**src/rtl/bullet_scheduler_pkg.sv**
```systemverilog
`default_nettype none
// ============================================================================
//  Module      : bullet_scheduler_pkg
//  Description : Shared types and constants for the bullet scheduler.
//  Revision    : 1.0 - initial release
// ============================================================================
package bullet_scheduler_pkg;

    localparam int c_COORD_W = 10;
    localparam int c_CD_W    = 5;

    localparam logic c_RIGHT  = 1'b0;
    localparam logic c_LEFT   = 1'b1;
    localparam logic c_PLAYER = 1'b0;
    localparam logic c_ENEMY  = 1'b1;

    typedef enum logic [1:0] {
        ST_IDLE = 2'd0,
        ST_MOVE = 2'd1,
        ST_ARB  = 2'd2
    } state_t;

    typedef struct packed {
        logic                 valid;
        logic [c_COORD_W-1:0] x;
        logic [c_COORD_W-1:0] y;
        logic                 dir;
        logic                 owner;
    } slot_t;

endpackage
`default_nettype wire

```
**src/rtl/bullet_scheduler_if.sv**
```systemverilog
`default_nettype none
// ============================================================================
//  Module      : bullet_scheduler_if
//  Description : Spawn requests, frame tick and per-slot bullet state bundle.
//  Revision    : 1.0 - initial release
// ============================================================================
interface bullet_scheduler_if
    import bullet_scheduler_pkg::*;
#(
    parameter int NUM_SLOTS = 4
);
    logic                                 frame_tick;
    logic                                 player_fire_req;
    logic [c_COORD_W-1:0]                 player_x;
    logic [c_COORD_W-1:0]                 player_y;
    logic                                 player_dir;
    logic                                 enemy_fire_req;
    logic [c_COORD_W-1:0]                 enemy_x;
    logic [c_COORD_W-1:0]                 enemy_y;
    logic                                 enemy_dir;
    logic [NUM_SLOTS-1:0]                 bullet_valid;
    logic [NUM_SLOTS-1:0][c_COORD_W-1:0]  bullet_x;
    logic [NUM_SLOTS-1:0][c_COORD_W-1:0]  bullet_y;
    logic [NUM_SLOTS-1:0]                 bullet_dir;
    logic [NUM_SLOTS-1:0]                 bullet_owner;
    logic                                 player_grant;
    logic                                 enemy_grant;
    logic                                 busy;

    modport master (
        output frame_tick, player_fire_req, player_x, player_y, player_dir,
               enemy_fire_req, enemy_x, enemy_y, enemy_dir,
        input  bullet_valid, bullet_x, bullet_y, bullet_dir, bullet_owner,
               player_grant, enemy_grant, busy
    );

    modport slave (
        input  frame_tick, player_fire_req, player_x, player_y, player_dir,
               enemy_fire_req, enemy_x, enemy_y, enemy_dir,
        output bullet_valid, bullet_x, bullet_y, bullet_dir, bullet_owner,
               player_grant, enemy_grant, busy
    );
endinterface
`default_nettype wire

```
**src/rtl/bullet_slot_alloc.sv**
```systemverilog
`default_nettype none
// ============================================================================
//  Module      : bullet_slot_alloc
//  Description : Combinational lowest-index free slot priority encoder.
//  Revision    : 1.0 - initial release
// ============================================================================
module bullet_slot_alloc #(
    parameter int NUM_SLOTS = 4,
    parameter int IDX_W     = 2
) (
    input  logic [NUM_SLOTS-1:0] valid_i,
    output logic [IDX_W-1:0]     idx_o,
    output logic                 any_free_o
);

    // Scan high to low so the last hit, the lowest free index, wins.
    always_comb begin
        idx_o      = '0;
        any_free_o = 1'b0;
        for (int i = NUM_SLOTS - 1; i >= 0; i--) begin
            if (!valid_i[i]) begin
                idx_o      = IDX_W'(i);
                any_free_o = 1'b1;
            end
        end
    end

endmodule
`default_nettype wire

```
**src/rtl/bullet_scheduler.sv**
```systemverilog
`default_nettype none
// ============================================================================
//  Module      : bullet_scheduler
//  Description : Per-frame bullet mover and player/enemy spawn arbiter.
//  Revision    : 1.0 - initial release
// ============================================================================
module bullet_scheduler
    import bullet_scheduler_pkg::*;
#(
    parameter int NUM_SLOTS       = 4,
    parameter int BULLET_STEP     = 4,
    parameter int COOLDOWN_FRAMES = 8,
    parameter int X_MAX           = 639
) (
    input  logic                clk,
    input  logic                rst_n,
    bullet_scheduler_if.slave   sched_if
);

    localparam int                    IDX_W      = (NUM_SLOTS > 1) ? $clog2(NUM_SLOTS) : 1;
    localparam logic [c_COORD_W:0]    c_STEP_EXT = (c_COORD_W + 1)'(BULLET_STEP);
    localparam logic [c_COORD_W:0]    c_XMAX_EXT = (c_COORD_W + 1)'(X_MAX);
    localparam logic [c_CD_W-1:0]     c_CD_LOAD  = c_CD_W'(COOLDOWN_FRAMES);
    localparam logic [c_CD_W-1:0]     c_CD_ONE   = c_CD_W'(1);

    state_t                   state_q;
    slot_t [NUM_SLOTS-1:0]    slots_q;
    slot_t [NUM_SLOTS-1:0]    slots_d;
    logic  [c_CD_W-1:0]       cooldown_q;
    logic                     rr_q;
    logic                     player_grant_q;
    logic                     enemy_grant_q;
    logic                     busy_q;

    logic [NUM_SLOTS-1:0]     w_valid;
    logic [IDX_W-1:0]         w_free_idx;
    logic                     w_any_free;
    logic                     w_player_elig;
    logic                     w_enemy_elig;
    logic                     w_grant;
    logic                     w_player_wins;
    slot_t                    w_new_slot;

    // Position update applied in MOVE; edge-crossing bullets retire in place.
    always_comb begin
        slots_d = slots_q;
        for (int i = 0; i < NUM_SLOTS; i++) begin
            if (slots_q[i].valid) begin
                if (slots_q[i].dir == c_LEFT) begin
                    if ({1'b0, slots_q[i].x} < c_STEP_EXT) begin
                        slots_d[i].valid = 1'b0;
                    end else begin
                        slots_d[i].x = slots_q[i].x - c_STEP_EXT[c_COORD_W-1:0];
                    end
                end else if (({1'b0, slots_q[i].x} + c_STEP_EXT) > c_XMAX_EXT) begin
                    slots_d[i].valid = 1'b0;
                end else begin
                    slots_d[i].x = slots_q[i].x + c_STEP_EXT[c_COORD_W-1:0];
                end
            end
        end
    end

    for (genvar i = 0; i < NUM_SLOTS; i++) begin : g_valid
        assign w_valid[i] = slots_q[i].valid;
    end

    bullet_slot_alloc #(
        .NUM_SLOTS (NUM_SLOTS),
        .IDX_W     (IDX_W)
    ) u_alloc (
        .valid_i    (w_valid),
        .idx_o      (w_free_idx),
        .any_free_o (w_any_free)
    );

    assign w_player_elig = sched_if.player_fire_req && (cooldown_q == '0);
    assign w_enemy_elig  = sched_if.enemy_fire_req;
    assign w_grant       = (w_player_elig || w_enemy_elig) && w_any_free;
    assign w_player_wins = w_player_elig && (!w_enemy_elig || (rr_q == c_PLAYER));

    always_comb begin
        w_new_slot.valid = 1'b1;
        w_new_slot.x     = w_player_wins ? sched_if.player_x   : sched_if.enemy_x;
        w_new_slot.y     = w_player_wins ? sched_if.player_y   : sched_if.enemy_y;
        w_new_slot.dir   = w_player_wins ? sched_if.player_dir : sched_if.enemy_dir;
        w_new_slot.owner = w_player_wins ? c_PLAYER            : c_ENEMY;
    end

    always_ff @(posedge clk or negedge rst_n) begin
        if (!rst_n) begin
            state_q        <= ST_IDLE;
            slots_q        <= '0;
            cooldown_q     <= '0;
            rr_q           <= c_PLAYER;
            player_grant_q <= 1'b0;
            enemy_grant_q  <= 1'b0;
            busy_q         <= 1'b0;
        end else begin
            player_grant_q <= 1'b0;
            enemy_grant_q  <= 1'b0;
            unique case (state_q)
                ST_IDLE: begin
                    if (sched_if.frame_tick) begin
                        state_q <= ST_MOVE;
                        busy_q  <= 1'b1;
                    end
                end
                ST_MOVE: begin
                    slots_q <= slots_d;
                    state_q <= ST_ARB;
                end
                ST_ARB: begin
                    state_q <= ST_IDLE;
                    busy_q  <= 1'b0;
                    if (w_grant) begin
                        slots_q[w_free_idx] <= w_new_slot;
                        player_grant_q      <= w_player_wins;
                        enemy_grant_q       <= !w_player_wins;
                        if (w_player_elig && w_enemy_elig) begin
                            rr_q <= ~rr_q;
                        end
                    end
                    // Decrement after the eligibility check so the lockout spans full frames.
                    if (w_grant && w_player_wins) begin
                        cooldown_q <= c_CD_LOAD;
                    end else if (cooldown_q != '0) begin
                        cooldown_q <= cooldown_q - c_CD_ONE;
                    end
                end
                default: begin
                    state_q <= ST_IDLE;
                    busy_q  <= 1'b0;
                end
            endcase
        end
    end

    for (genvar i = 0; i < NUM_SLOTS; i++) begin : g_out
        assign sched_if.bullet_valid[i] = slots_q[i].valid;
        assign sched_if.bullet_x[i]     = slots_q[i].x;
        assign sched_if.bullet_y[i]     = slots_q[i].y;
        assign sched_if.bullet_dir[i]   = slots_q[i].dir;
        assign sched_if.bullet_owner[i] = slots_q[i].owner;
    end

    assign sched_if.player_grant = player_grant_q;
    assign sched_if.enemy_grant  = enemy_grant_q;
    assign sched_if.busy         = busy_q;

endmodule
`default_nettype wire

```
**src/flat_wrapper.sv**
```systemverilog
// flat-port wrapper written by rule: the top's interface ports become plain ports
module bullet_scheduler_flat import bullet_scheduler_pkg::*;
#(
    parameter int NUM_SLOTS       = 4,
    parameter int BULLET_STEP     = 4,
    parameter int COOLDOWN_FRAMES = 8,
    parameter int X_MAX           = 639
)
  (clk, rst_n, sched_if_frame_tick, sched_if_player_fire_req, sched_if_player_x, sched_if_player_y, sched_if_player_dir, sched_if_enemy_fire_req, sched_if_enemy_x, sched_if_enemy_y, sched_if_enemy_dir, sched_if_bullet_valid, sched_if_bullet_x, sched_if_bullet_y, sched_if_bullet_dir, sched_if_bullet_owner, sched_if_player_grant, sched_if_enemy_grant, sched_if_busy);
  bullet_scheduler_if #(.NUM_SLOTS(NUM_SLOTS)) sched_if_i ();
  input  logic clk;
  input  logic rst_n;
  input wire logic [$bits(sched_if_i.frame_tick)-1:0] sched_if_frame_tick;
  input wire logic [$bits(sched_if_i.player_fire_req)-1:0] sched_if_player_fire_req;
  input wire logic [$bits(sched_if_i.player_x)-1:0] sched_if_player_x;
  input wire logic [$bits(sched_if_i.player_y)-1:0] sched_if_player_y;
  input wire logic [$bits(sched_if_i.player_dir)-1:0] sched_if_player_dir;
  input wire logic [$bits(sched_if_i.enemy_fire_req)-1:0] sched_if_enemy_fire_req;
  input wire logic [$bits(sched_if_i.enemy_x)-1:0] sched_if_enemy_x;
  input wire logic [$bits(sched_if_i.enemy_y)-1:0] sched_if_enemy_y;
  input wire logic [$bits(sched_if_i.enemy_dir)-1:0] sched_if_enemy_dir;
  output wire logic [$bits(sched_if_i.bullet_valid)-1:0] sched_if_bullet_valid;
  output wire logic [$bits(sched_if_i.bullet_x)-1:0] sched_if_bullet_x;
  output wire logic [$bits(sched_if_i.bullet_y)-1:0] sched_if_bullet_y;
  output wire logic [$bits(sched_if_i.bullet_dir)-1:0] sched_if_bullet_dir;
  output wire logic [$bits(sched_if_i.bullet_owner)-1:0] sched_if_bullet_owner;
  output wire logic [$bits(sched_if_i.player_grant)-1:0] sched_if_player_grant;
  output wire logic [$bits(sched_if_i.enemy_grant)-1:0] sched_if_enemy_grant;
  output wire logic [$bits(sched_if_i.busy)-1:0] sched_if_busy;
  assign sched_if_i.frame_tick = sched_if_frame_tick;
  assign sched_if_i.player_fire_req = sched_if_player_fire_req;
  assign sched_if_i.player_x = sched_if_player_x;
  assign sched_if_i.player_y = sched_if_player_y;
  assign sched_if_i.player_dir = sched_if_player_dir;
  assign sched_if_i.enemy_fire_req = sched_if_enemy_fire_req;
  assign sched_if_i.enemy_x = sched_if_enemy_x;
  assign sched_if_i.enemy_y = sched_if_enemy_y;
  assign sched_if_i.enemy_dir = sched_if_enemy_dir;
  assign sched_if_bullet_valid = sched_if_i.bullet_valid;
  assign sched_if_bullet_x = sched_if_i.bullet_x;
  assign sched_if_bullet_y = sched_if_i.bullet_y;
  assign sched_if_bullet_dir = sched_if_i.bullet_dir;
  assign sched_if_bullet_owner = sched_if_i.bullet_owner;
  assign sched_if_player_grant = sched_if_i.player_grant;
  assign sched_if_enemy_grant = sched_if_i.enemy_grant;
  assign sched_if_busy = sched_if_i.busy;
  bullet_scheduler #(.NUM_SLOTS(NUM_SLOTS), .BULLET_STEP(BULLET_STEP), .COOLDOWN_FRAMES(COOLDOWN_FRAMES), .X_MAX(X_MAX)) u_core (.clk(clk), .rst_n(rst_n), .sched_if(sched_if_i));
endmodule
```
**config.mk**
```make
export PLATFORM = sky130hd
export DESIGN_NAME = bullet_scheduler_flat
export DESIGN_NICKNAME = d
export VERILOG_FILES = /design/src/rtl/bullet_scheduler_pkg.sv /design/src/rtl/bullet_scheduler_if.sv /design/src/rtl/bullet_slot_alloc.sv /design/src/rtl/bullet_scheduler.sv /design/src/flat_wrapper.sv
export SDC_FILE = /design/constraint.sdc
export NUM_CORES = 1
export LEC_CHECK = 0
export ABC_CLOCK_PERIOD_IN_PS = 2480
export CAP_MARGIN = 20
export CORE_MARGIN = 3
export CORE_UTILIZATION = 42
export CTS_BUF_LIST = sky130_fd_sc_hd__clkbuf_2
export DETAILED_ROUTE_END_ITERATION = 8
export PLACE_DENSITY_LB_ADDON = 0.2
export SLEW_MARGIN = 30
export SYNTH_ARGS = -nofsm -noshare
export SYNTH_HDL_FRONTEND = slang
export SYNTH_SLANG_ARGS = --single-unit
```
**constraint.sdc**
```tcl
create_clock -name clk -period 2.48 [get_ports clk]
set_input_delay 0.496 -clock clk [delete_from_list [all_inputs] [get_ports clk]]
set_output_delay 0.496 -clock clk [all_outputs]
set_load 0.005 [all_outputs]
```
# Yosys cells after proc, flatten, opt, wreduce, memory -nomap -nowiden
# Index checks and enable logic that the tools add are counted.
# Widths: inputs -> output; s select.
# totals
register_bits	103
output_inout_bits	95
elab_cells	142
input_bits	47
# classes
bitwise_logic	2
mux	51
order_cmp	10
n_reduce_logical	24
add_sub_neg	13
n_eq_ne	16
# op_table
op	n
$pmux 92 s2	1
$mux 10	10
$bwmux 92	1
$mux 92	1
$mux 11	8
$demux 23 s2	1
$add 10x3->11 const B	4
$gt 11x10->1 const B	4
$add 10x3->10 const B	4
$lt 10x3->1 const B	4
$sub 10x3->10 const B	4
$mux 23	1
$reduce_and 5->1	4
$mux 1	19
$ne 3x2->1 const B	4
$ne 3x3->1 const B	4
$mux 2	5
$mux 5	2
$ne 2x1->1 const B	5
$logic_and 1x1->1	6
$reduce_and 2->1	3
$reduce_and 3->1	2
$logic_not 5->1	1
$reduce_bool 5->1	1
13 further kinds	17

# Longest topological paths before layout
# Gate-level depths: netlist (run 1).
# depth
depth_word	11
depth_mapped	11
depth_no_buf	9

# Cells and area by module
# Synthesis (run 1) repeated with hierarchy kept, for this count alone.
# unflattened
hier_cells	676
hier_area_um2	6032.0
# modules_own_cells
mod	area_each_um2	n_inst	seq_area_each_um2	cells_each
bullet_scheduler	6003.3	1	2577.5	671
bullet_slot_alloc	28.8	1	0.0	5

# Worst setup path after synthesis (run 1)
# No wires, ideal clock.
# synth_timing
path_type	reg-to-reg
startpoint	reg u_core.cooldown_q[0]
endpoint	reg u_core.slots_q, in the netlist u_core.sched_if.bullet_x[1]
arrival_time_ps	2102
required_time_ps	2355
slack_ps	253
stages_incl_launch_ff	10
setup_time_ps	125
period_less_slack_ps	2227
path_buffers	1
cell_sequence	dfrtp_1 -> inv_1 -> ha_1 -> nor4b_2 -> nand2_1 -> a21oi_4 -> buf_6 -> mux2i_1 -> nor2_1 -> mux2_2
# synth_via
elab_chain_len	7
word_cells_on_any_way	11
cone_classes	1 x eq/ne; 4 x mux; 6 x reduce/logical
# synth_lines
element	line_no	source
start: declaration	bullet_scheduler.sv:29	logic [c_CD_W-1:0] cooldown_q;
start signal: assignment	bullet_scheduler.sv:126	cooldown_q <= c_CD_LOAD;
start signal: assignment	bullet_scheduler.sv:128	cooldown_q <= cooldown_q - c_CD_ONE;
$logic_not 5->1 *	bullet_scheduler.sv:77	assign w_player_elig = sched_if.player_fire_req && (cooldown_q == '0);
$logic_and 1x1->1 *	bullet_scheduler.sv:77	
$logic_and 1x1->1	bullet_scheduler.sv:80	assign w_player_wins = w_player_elig && (!w_enemy_elig || (rr_q == c_PLAYER));
$mux 10	bullet_scheduler.sv:84	w_new_slot.x = w_player_wins ? sched_if.player_x : sched_if.enemy_x;
$bwmux 92	bullet_scheduler.sv:117	slots_q[w_free_idx] <= w_new_slot;
$mux 92	bullet_scheduler.sv:116	if (w_grant) begin
$pmux 92 s2	bullet_scheduler.sv:102	unique case (state_q)
end signal: assignment	bullet_scheduler.sv:110	slots_q <= slots_d;
end signal: indexed assignment	bullet_scheduler.sv:117	
end: declaration	bullet_scheduler.sv:27	slot_t [NUM_SLOTS-1:0] slots_q;
# Every way passes the cells marked *; elsewhere a longest branch is shown, timed or not. The select of a mux whose other input is x is not followed.
# A chain may end at the register's enable or synchronous reset.

# Worst setup path in the final report (run 1)
# layout_timing
startpoint	reg u_core.slots_q, in the netlist u_core.sched_if.bullet_valid[1]
endpoint	out sched_if_bullet_valid[1]
# layout_rtl
element	line_no	source
end: declaration	flat_wrapper.sv:22	output wire logic [$bits(sched_if_i.bullet_valid)-1:0] sched_if_bullet_valid;
# No word-level cell between the ends.

==> results of run 1 <==
## layout by cell type (no fill, tap or decap), types with 22 or more instances in the layout
| cell type | instances |
|---|---|
| a21oi_1 | 29 |
| buf_4 | 51 |
| clkdlybuf4s50_1 | 140 |
| dfrtp_1 | 99 |
| inv_1 | 22 |
| mux2i_1 | 22 |
| nand2_1 | 96 |
| nand3_1 | 25 |
| nor2_1 | 62 |
| o21ai_0 | 108 |
## worst max-delay path by stage
stage,startpoint,endpoint,slack (ps),cells after the start
floorplan,u_core.cooldown_q[0]$_DFFE_PN0P_,u_core.sched_if.bullet_x[1]$_DFFE_PN0P_,250,9
global placement,sched_if_player_fire_req,u_core.sched_if.bullet_x[19]$_DFFE_PN0P_,50,7
detailed placement,sched_if_player_fire_req,u_core.sched_if.bullet_x[16]$_DFFE_PN0P_,20,7
CTS,u_core.sched_if.bullet_dir[3]$_DFFE_PN0P_,sched_if_bullet_dir[3],30,2
global route,u_core.sched_if.bullet_x[32]$_DFFE_PN0P_,u_core.sched_if.bullet_x[35]$_DFFE_PN0P_,-5,10
finish,u_core.sched_if.bullet_valid[1]$_DFFE_PN0P_,sched_if_bullet_valid[1],120,1
## cell usage after synthesis (3+ instances only)
cell,count
nand2b_1,5
nand3_1,25
xor2_1,10
ha_1,17
nor3_1,8
nor2_1,62
mux2i_1,23
nor4_1,6
xnor2_1,17
and3_1,7
nand4_1,13
and4_1,3
o22ai_1,10
o21ai_0,111
buf_2,10
a21o_1,3
a31oi_1,4
nor2b_1,14
dfrtp_1,103
o32a_1,13
o22a_1,4
nand2_1,97
o31ai_1,8
and4b_1,3
a21oi_1,30
inv_1,22
clkbuf_1,26
## where the power goes
part | switching (W) | total, W | internal, W
logic | 0.00209 | 0.00402 | 0.00193
clock network | 0.000606 | 0.000763 | 0.000157
registers | 0.000500 | 0.00254 | 0.00204
## stage by stage
step / hold WS [ps] / utilization, % / setup slack (ps)
after floorplan: 200.4 / - / 252.8
after global placement: 463.5 / 56.13 / 52.83
after detailed placement: 470.7 / 56.13 / 19.12
after CTS: 308.5 / 56.93 / 31.46
after global routing: 266.8 / 58.08 / -4.764
final: 330.3 / 58.08 / 121.6
## routing by layer
layer,track usage [%],up-vias,routed length (um)
met2,40.03,214,9285
met1,32.75,2919,8631
li1,-,2802,-
met5,0,-,0
met4,4.227,0,220
met3,6.870,19,1373
## state kept, by name, indices dropped and copies added, names as in the netlist
name,flops
u_core.sched_if.busy,1
u_core.rr_q,1
u_core.sched_if.bullet_x,40
u_core.sched_if.enemy_grant,1
u_core.sched_if.bullet_y,40
u_core.state_q,2
u_core.sched_if.bullet_dir,4
u_core.sched_if.player_grant,1
u_core.sched_if.bullet_valid,4
u_core.sched_if.bullet_owner,4
u_core.cooldown_q,5
## cell families (layout without fill, tap and decap cells)
family                     Yosys count  count (layout)  synth area share [%]
muxes                               25              25                 4.191
AOI/OAI and AO/OA                  204             204                 20.89
buffers and inverters               62             235                 4.502
DFF                                103             103                 42.74
and+or+nand+nor                    257             257                 20.23
adders and majority gates           17              17                 3.527
xor gates and xnor gates            27              27                 3.921
## final cells by class
| cell class | count | area, um2 |
|---|---|---|
| inverters | 22 | 82.58 |
| multi-input cells | 530 | 3232 |
| clock buffers | 10 | 50.05 |
| flip-flops and latches | 103 | 2582 |
| well taps | 180 | 225.2 |
| fillers | 1281 | 5864 |
| clock inverters | 6 | 52.55 |
| repair buffers | 197 | 1899 |
## worst reg2reg max path, stage by stage, from the launching register on
cell and delay (ps):
dfrtp_1 450, inv_1 120, ha_4 160, nor4b_4 250
nand2_2 150, a21oi_4 180, buf_12 190, buf_4 140
mux2i_2 300, nor2_1 90, mux2_2 270
## timing repair
action                                 4_1_cts  5_1_grt
setup endpoints to repair                    2       38
resized for setup                            1       13
endpoints found under the hold margin       33        0
hold buffers                                 1        0
setup buffers                                0        9
cloned                                       0        1
pin swaps                                    1        3
==> metrics.txt, run 1 <==
layout cells sized above 1=11.06%; residual DRC count=0; CP Cell Sequence=clkdlybuf4s50_1; WP buf/inv=1; largest net degree at the start of global routing=39; Seq cells post-synth=103; Worst path top cell family by delay=flip-flops; Clock Skew=41.81 ps; H-tree Lvls=3; first-pass GRT wire length=31040 um; clk buf depth=2; drt first pass iters=5; worst path arrival time=1860 ps; die height=125.8 um; Final setup viols=0; CTS Buf Count=9; gr usage total=24.33%; Clock Sinks=103; Setup Crit Path Kind=flip-flop to primary output; min Tclk post-route=2358 ps; Root Buffer=clkbuf_2; Avg WL per Cell=18.62 um; Setup TNS=0 ps; Post-DRT Antenna Nets=0; worst hold path type=input pin to async pin; register area share after synthesis=42.74%; Syn Area/Cell=8.677 um2; Mapped Cells=695; Die Wd=125.8 um; DP HPWL=14390 um; clk_lat worst skew=630 ps; top post-synthesis cells by area=dfrtp_1, o21ai_0, nand2_1; Finished Layout Cells=1048; Syn. warnings=0; DP Cell Count=1021; Worst Path Max Fanout=9; Slew Limit Fails=0; Slowest cell on crit path=dfrtp_1; Leak=3.332 nW; Reg2Reg Setup Slack=150 ps; Synth Flop Type=dfrtp_1; synthesized cell area=6031 um2; Max Clk Rate=424.0 MHz; FF-to-FF End=u_core.sched_if.bullet_x[1]$_DFFE_PN0P_; number of synthesized flops with an enable pin=0; initial core utilization=43.11%; Synth async-reset ratio=100.0%; post-synth cell types=58; initial antenna violation count=0; CP Capture Type=primary output; die area=15830 um2; initial DRC count=665; Slew headroom=66.81%; max_cap viols=0; Overall Power=0.007323 W; CP startpoint kind=flip-flop; Hold Vio Cnt, Final=0; vias in the first global route=5761; DR vias=5954; CTS tree=done; R2R cell count=10; GRT Residual Overflow=0; outcome=complete, no violations; VDD IR max=0.0004541 V; Core ar.=13990 um2; Synth Net Count=759; period utilization=95.10%; final instance area=8124 um2; final wirelength=19510 um; FP Rows=43; Slew @ Worst Pin=484.0 ps; Buffers on Ports=141; Routability Congestion=0.9015; WP data required=1980 ps; Placed Area=7851 um2; Reg-to-Reg Start=u_core.cooldown_q[1]$_DFFE_PN0P_; Layout area overhead=34.71%; Yosys top cell area share=42.74%; P per Cell Area=901.4 nW/um2; clock-pin slew on the worst setup and hold paths=290 ps; post-DR vias/cell=5.681; ant diodes=0; Final nets=927; Largest stage delay, worst path=670 ps; Boundary Pins=142; area leader, netlist=dfrtp_1
Note: power is estimated with default switching activity, not from simulation.
==> run 2, diff against run 1 <==
--- a/config.mk
+++ b/config.mk
@@ -11,6 +11,7 @@
 export CORE_UTILIZATION = 42
 export CTS_BUF_LIST = sky130_fd_sc_hd__clkbuf_2
 export DETAILED_ROUTE_END_ITERATION = 8
+export GPL_ROUTABILITY_DRIVEN = 0
 export PLACE_DENSITY_LB_ADDON = 0.2
 export SLEW_MARGIN = 30
 export SYNTH_ARGS = -nofsm -noshare
==> run 2 against run 1 <==
  * Via count is 1.3% higher
  * Highest routed layer unchanged
  * Routed wire length grew 1.7%
  * Die area is the same
  * Power is 2.0% higher
  * Clock power grew 14%
  * Core utilization rose by 0.35 points
  * Sequential share of layout area decreased by 0.24 points
  * Critical path type unchanged
  * Critical endpoint is now sched_if_bullet_valid[2]
  * Final cell count hardly changed
==> metrics.txt, run 2 (synthesis gave the netlist of run 1 again) <==
outcome=complete, no violations; Slew Limit Fails=0; CTS tree=done; WP buf/inv=1; drt first pass iters=5; Clock Skew=39.06 ps; worst path arrival time=1930 ps; Slowest cell on crit path=dfrtp_1; commonest non-fill, non-tap cell in the layout=clkdlybuf4s50_1; DP HPWL=14210 um; Max Clk Rate=412.8 MHz; Die Wd=125.8 um; Avg WL per Cell=18.92 um; CP Cell Sequence=clkdlybuf4s50_1; die height=125.8 um; Final nets=928; Fillers=1275; Layout area overhead=35.52%; initial core utilization=43.11%; Core ar.=13990 um2; WP data required=1980 ps; Post-DRT Antenna Nets=0; Root Buffer=clkbuf_2; Setup Crit Path Kind=flip-flop to primary output; VDD IR max=0.0003761 V; clock-pin slew on the worst setup and hold paths=300 ps; initial DRC count=562; gr usage total=24.15%; residual DRC count=0; most frequent cells in the layout=clkdlybuf4s50_1, o21ai_0, dfrtp_1, nand2_1, nor2_1; final wirelength=19850 um; Worst Path Max Fanout=12; largest net degree at the start of global routing=39; first-pass GRT wire length=30930 um; CTS Buf Count=9; Placed Area=7854 um2; Util after Layout=58.43%; max_cap viols=0; Final setup viols=0; post-DR vias/cell=5.748; P per Cell Area=913.9 nW/um2; period utilization=97.69%; Buffers on Ports=141; Hold Vio Cnt, Final=0; GRT Residual Overflow=0; Boundary Pins=142; Clock Sinks=103; worst hold path type=input pin to async pin; clk_lat worst skew=650 ps; H-tree Lvls=3; final instance area=8173 um2; layout cells sized above 1=10.82%; clk buf depth=2; Worst path top cell family by delay=flip-flops; footprint of the multi-input gates=3223 um2; Reg2Reg Setup Slack=80 ps; die area=15830 um2; vias in the first global route=5849; initial antenna violation count=0; hold_ws=313.3 ps; CP startpoint kind=flip-flop; FP Rows=43; CP Capture Type=primary output; min Tclk post-route=2423 ps; Slew headroom=64.06%; Largest stage delay, worst path=690 ps; ant diodes=0; Leak=3.350 nW; register area=2579 um2; DR vias=6030; Slew @ Worst Pin=539.1 ps
[run 2: metrics by stage]
step	power (W)	setup slack (ps)	TNS [ps]	cells
after global placement	0.006173	129.1	0	1023
after CTS	0.007176	12.66	0	1040
after detailed placement	0.006299	67.97	0	1023
after floorplan	0.004712	252.8	0	695
after global routing	0.008007	-48.33	-152.6	1049
final	0.007469	57.26	0	1049
[run 2: layer usage]
metal / vias up / share of wire [%] / wire (um) / global-route usage, %
li1: 2809 / - / - / -
met4: 0 / 1.9 / 370 / 6.688
met2: 252 / 48 / 9446 / 40.37
met1: 2938 / 43 / 8514 / 31.94
met5: - / 0 / 0 / 0
met3: 31 / 7.6 / 1517 / 5.174
[run 2: final cells by class]
class / instances / area share (%)
multi-input combinational: 530 / 39.44
sequential: 103 / 31.55
timing repair buffer: 198 / 23.70
tap: 180 / 2.756
inverter: 22 / 1.010
clock inverter: 6 / 0.9339
clock buffer: 10 / 0.6124
[run 2: path summary, 6_finish.rpt]
check,start,to,depth (start not counted)
setup / recovery,u_core.sched_if.bullet_valid[2]$_DFFE_PN0P_,sched_if_bullet_valid[2],1
min in group clk,sched_if_frame_tick,u_core.state_q[0]$_DFFE_PN0N_,3
hold / removal,rst_n,u_core.sched_if.bullet_x[0]$_DFFE_PN0P_,2
setup reg to reg,u_core.cooldown_q[1]$_DFFE_PN0P_,u_core.sched_if.bullet_x[3]$_DFFE_PN0P_,12
max in group asynchronous,rst_n,u_core.sched_if.bullet_y[29]$_DFFE_PN0P_,3
hold reg to reg,u_core.sched_if.bullet_y[23]$_DFFE_PN0P_,u_core.sched_if.bullet_y[23]$_DFFE_PN0P_,2
[run 2: what timing repair did]
item	CTS	global route
cloned	0	2
hold buffers	1	0
gates resized for setup	0	10
endpoints found under the setup margin	1	79
hold endpoints to repair	35	0
pin swaps	1	4
setup buffers	0	7
[run 2: power breakdown]
group	internal, W	switching (W)	total (W)
sequential	0.00203	0.000486	0.00252
clock	0.000255	0.000615	0.000870
combinational	0.00196	0.00212	0.00408
total	0.00425	0.00322	0.00747
==> RTL change, RTL diff (settings of run 1) <==
Re-encode `state_t` (3 states) as one-hot, 3 bits wide.
--- a/src/rtl/bullet_scheduler_pkg.sv
+++ b/src/rtl/bullet_scheduler_pkg.sv
@@ -16,6 +16,6 @@
 
-    typedef enum logic [1:0] {
-        ST_IDLE = 2'd0,
-        ST_MOVE = 2'd1,
-        ST_ARB  = 2'd2
+    typedef enum logic [2:0] {
+        ST_IDLE = 3'b001,
+        ST_MOVE = 3'b010,
+        ST_ARB  = 3'b100
     } state_t;
Check against the original RTL: no difference found for any inputs over 4 cycles, from zero or initial values and one cycle with rst_n low; so few cycles prove little.
==> RTL change against run 1 <==
Clock skew fell by 0.0032 ns. Hold slack barely moved. Clock power rose by 1%. Sequential power rose by 11%. Critical endpoint is now u_core.sched_if.bullet_x[39]. Total power rose by 9.7%. Routed wire length rose by 4.4%. Count of clock-buffer cells in the layout did not move. Final cell count rose by 2.7%. Critical path type is now reg -> reg. Via count rose by 5.3%. Design area rose by 6.7%. Sequential cell count rose by 1. Synthesized area rose by 4.9%. Setup slack got worse by 0.087 ns.
==> RTL change: results (changes against run 1) <==
status -> finished, final reports clean
post-synth cell types -> 81 (+40%)
final non-filler cell total -> 1076 (+2.7%)
vias in the first global route -> 6096 (+5.8%)
CP max stage cell -> or4b_4
Crit path max-delay family -> compound AO/OA/AOI/OAI gates
Seq/Total Area, Yosys -> 41.2% (-1.6 points)
met1 Use GR -> 31.0% (-1.8 points)
critical-path maximum fanout -> 6 (-3)
Pwr Density -> 927 nW/um^2 (+2.9%)
WHS -> 0.330 ns (+0.0000920 ns)
Reg2Reg Setup Slack -> 0.03 ns (-0.12 ns)
CTS-repair resized insts -> 3 (+2)
Final Wtd Congestion -> 0.965 (+7.0%)
Sw Pwr -> 3.31 mW (+3.6%)
Routed met1 length -> 8290 um (-4.0%)
Post-Syn Nets -> 752 (-0.92%)
cells after synthesis -> 692 (-0.43%)
Post-Synth Adder-Cell Area -> 2.57% (-0.95 points)
mux cell area share after synthesis -> 5.82% (+1.6 points)
largest net degree at the start of global routing -> 50 (+28%)
Synth Area in Compound Gates -> 20.9% (+0.022 points)
placed cell area -> 8420 um^2 (+7.2%)
xor and xnor area share after synthesis -> 3.32% (-0.60 points)
worst-case reg-to-reg path depth -> 8 (-2)
met3 routed WL -> 1810 um (+32%)
biggest cell delay along the critical path -> 0.51 ns (-0.16 ns)
drt via density -> 5.83 (+2.6%)
buffer count from post-CTS setup fixing -> 2 (+2)
==> RTL change: how the worst max path moves through the flow <==
stage                            startpoint                           end  depth (start not counted)
2_1_floorplan  u_core.sched_if.bullet_x[32]  u_core.sched_if.bullet_x[36]                         10
4_1_cts        u_core.sched_if.bullet_x[23]  u_core.sched_if.bullet_x[23]                          8
5_1_grt        u_core.sched_if.bullet_x[32]  u_core.sched_if.bullet_x[39]                          8
3_3_place_gp        sched_if_enemy_fire_req  u_core.sched_if.bullet_x[21]                          8
3_5_place_dp        sched_if_enemy_fire_req  u_core.sched_if.bullet_y[20]                          6
6_report       u_core.sched_if.bullet_x[32]  u_core.sched_if.bullet_x[39]                          8
==> RTL change: layout make-up <==
cell class              count  area, um^2
clock buffers              10        50.0
flip-flops and latches    104        2610
clock inverters             6        52.6
well taps                 184         230
inverters                  22        82.6
multi-input cells         518        3500
fillers                  1296        5980
repair buffers            231        2140
diodes                      1        2.50
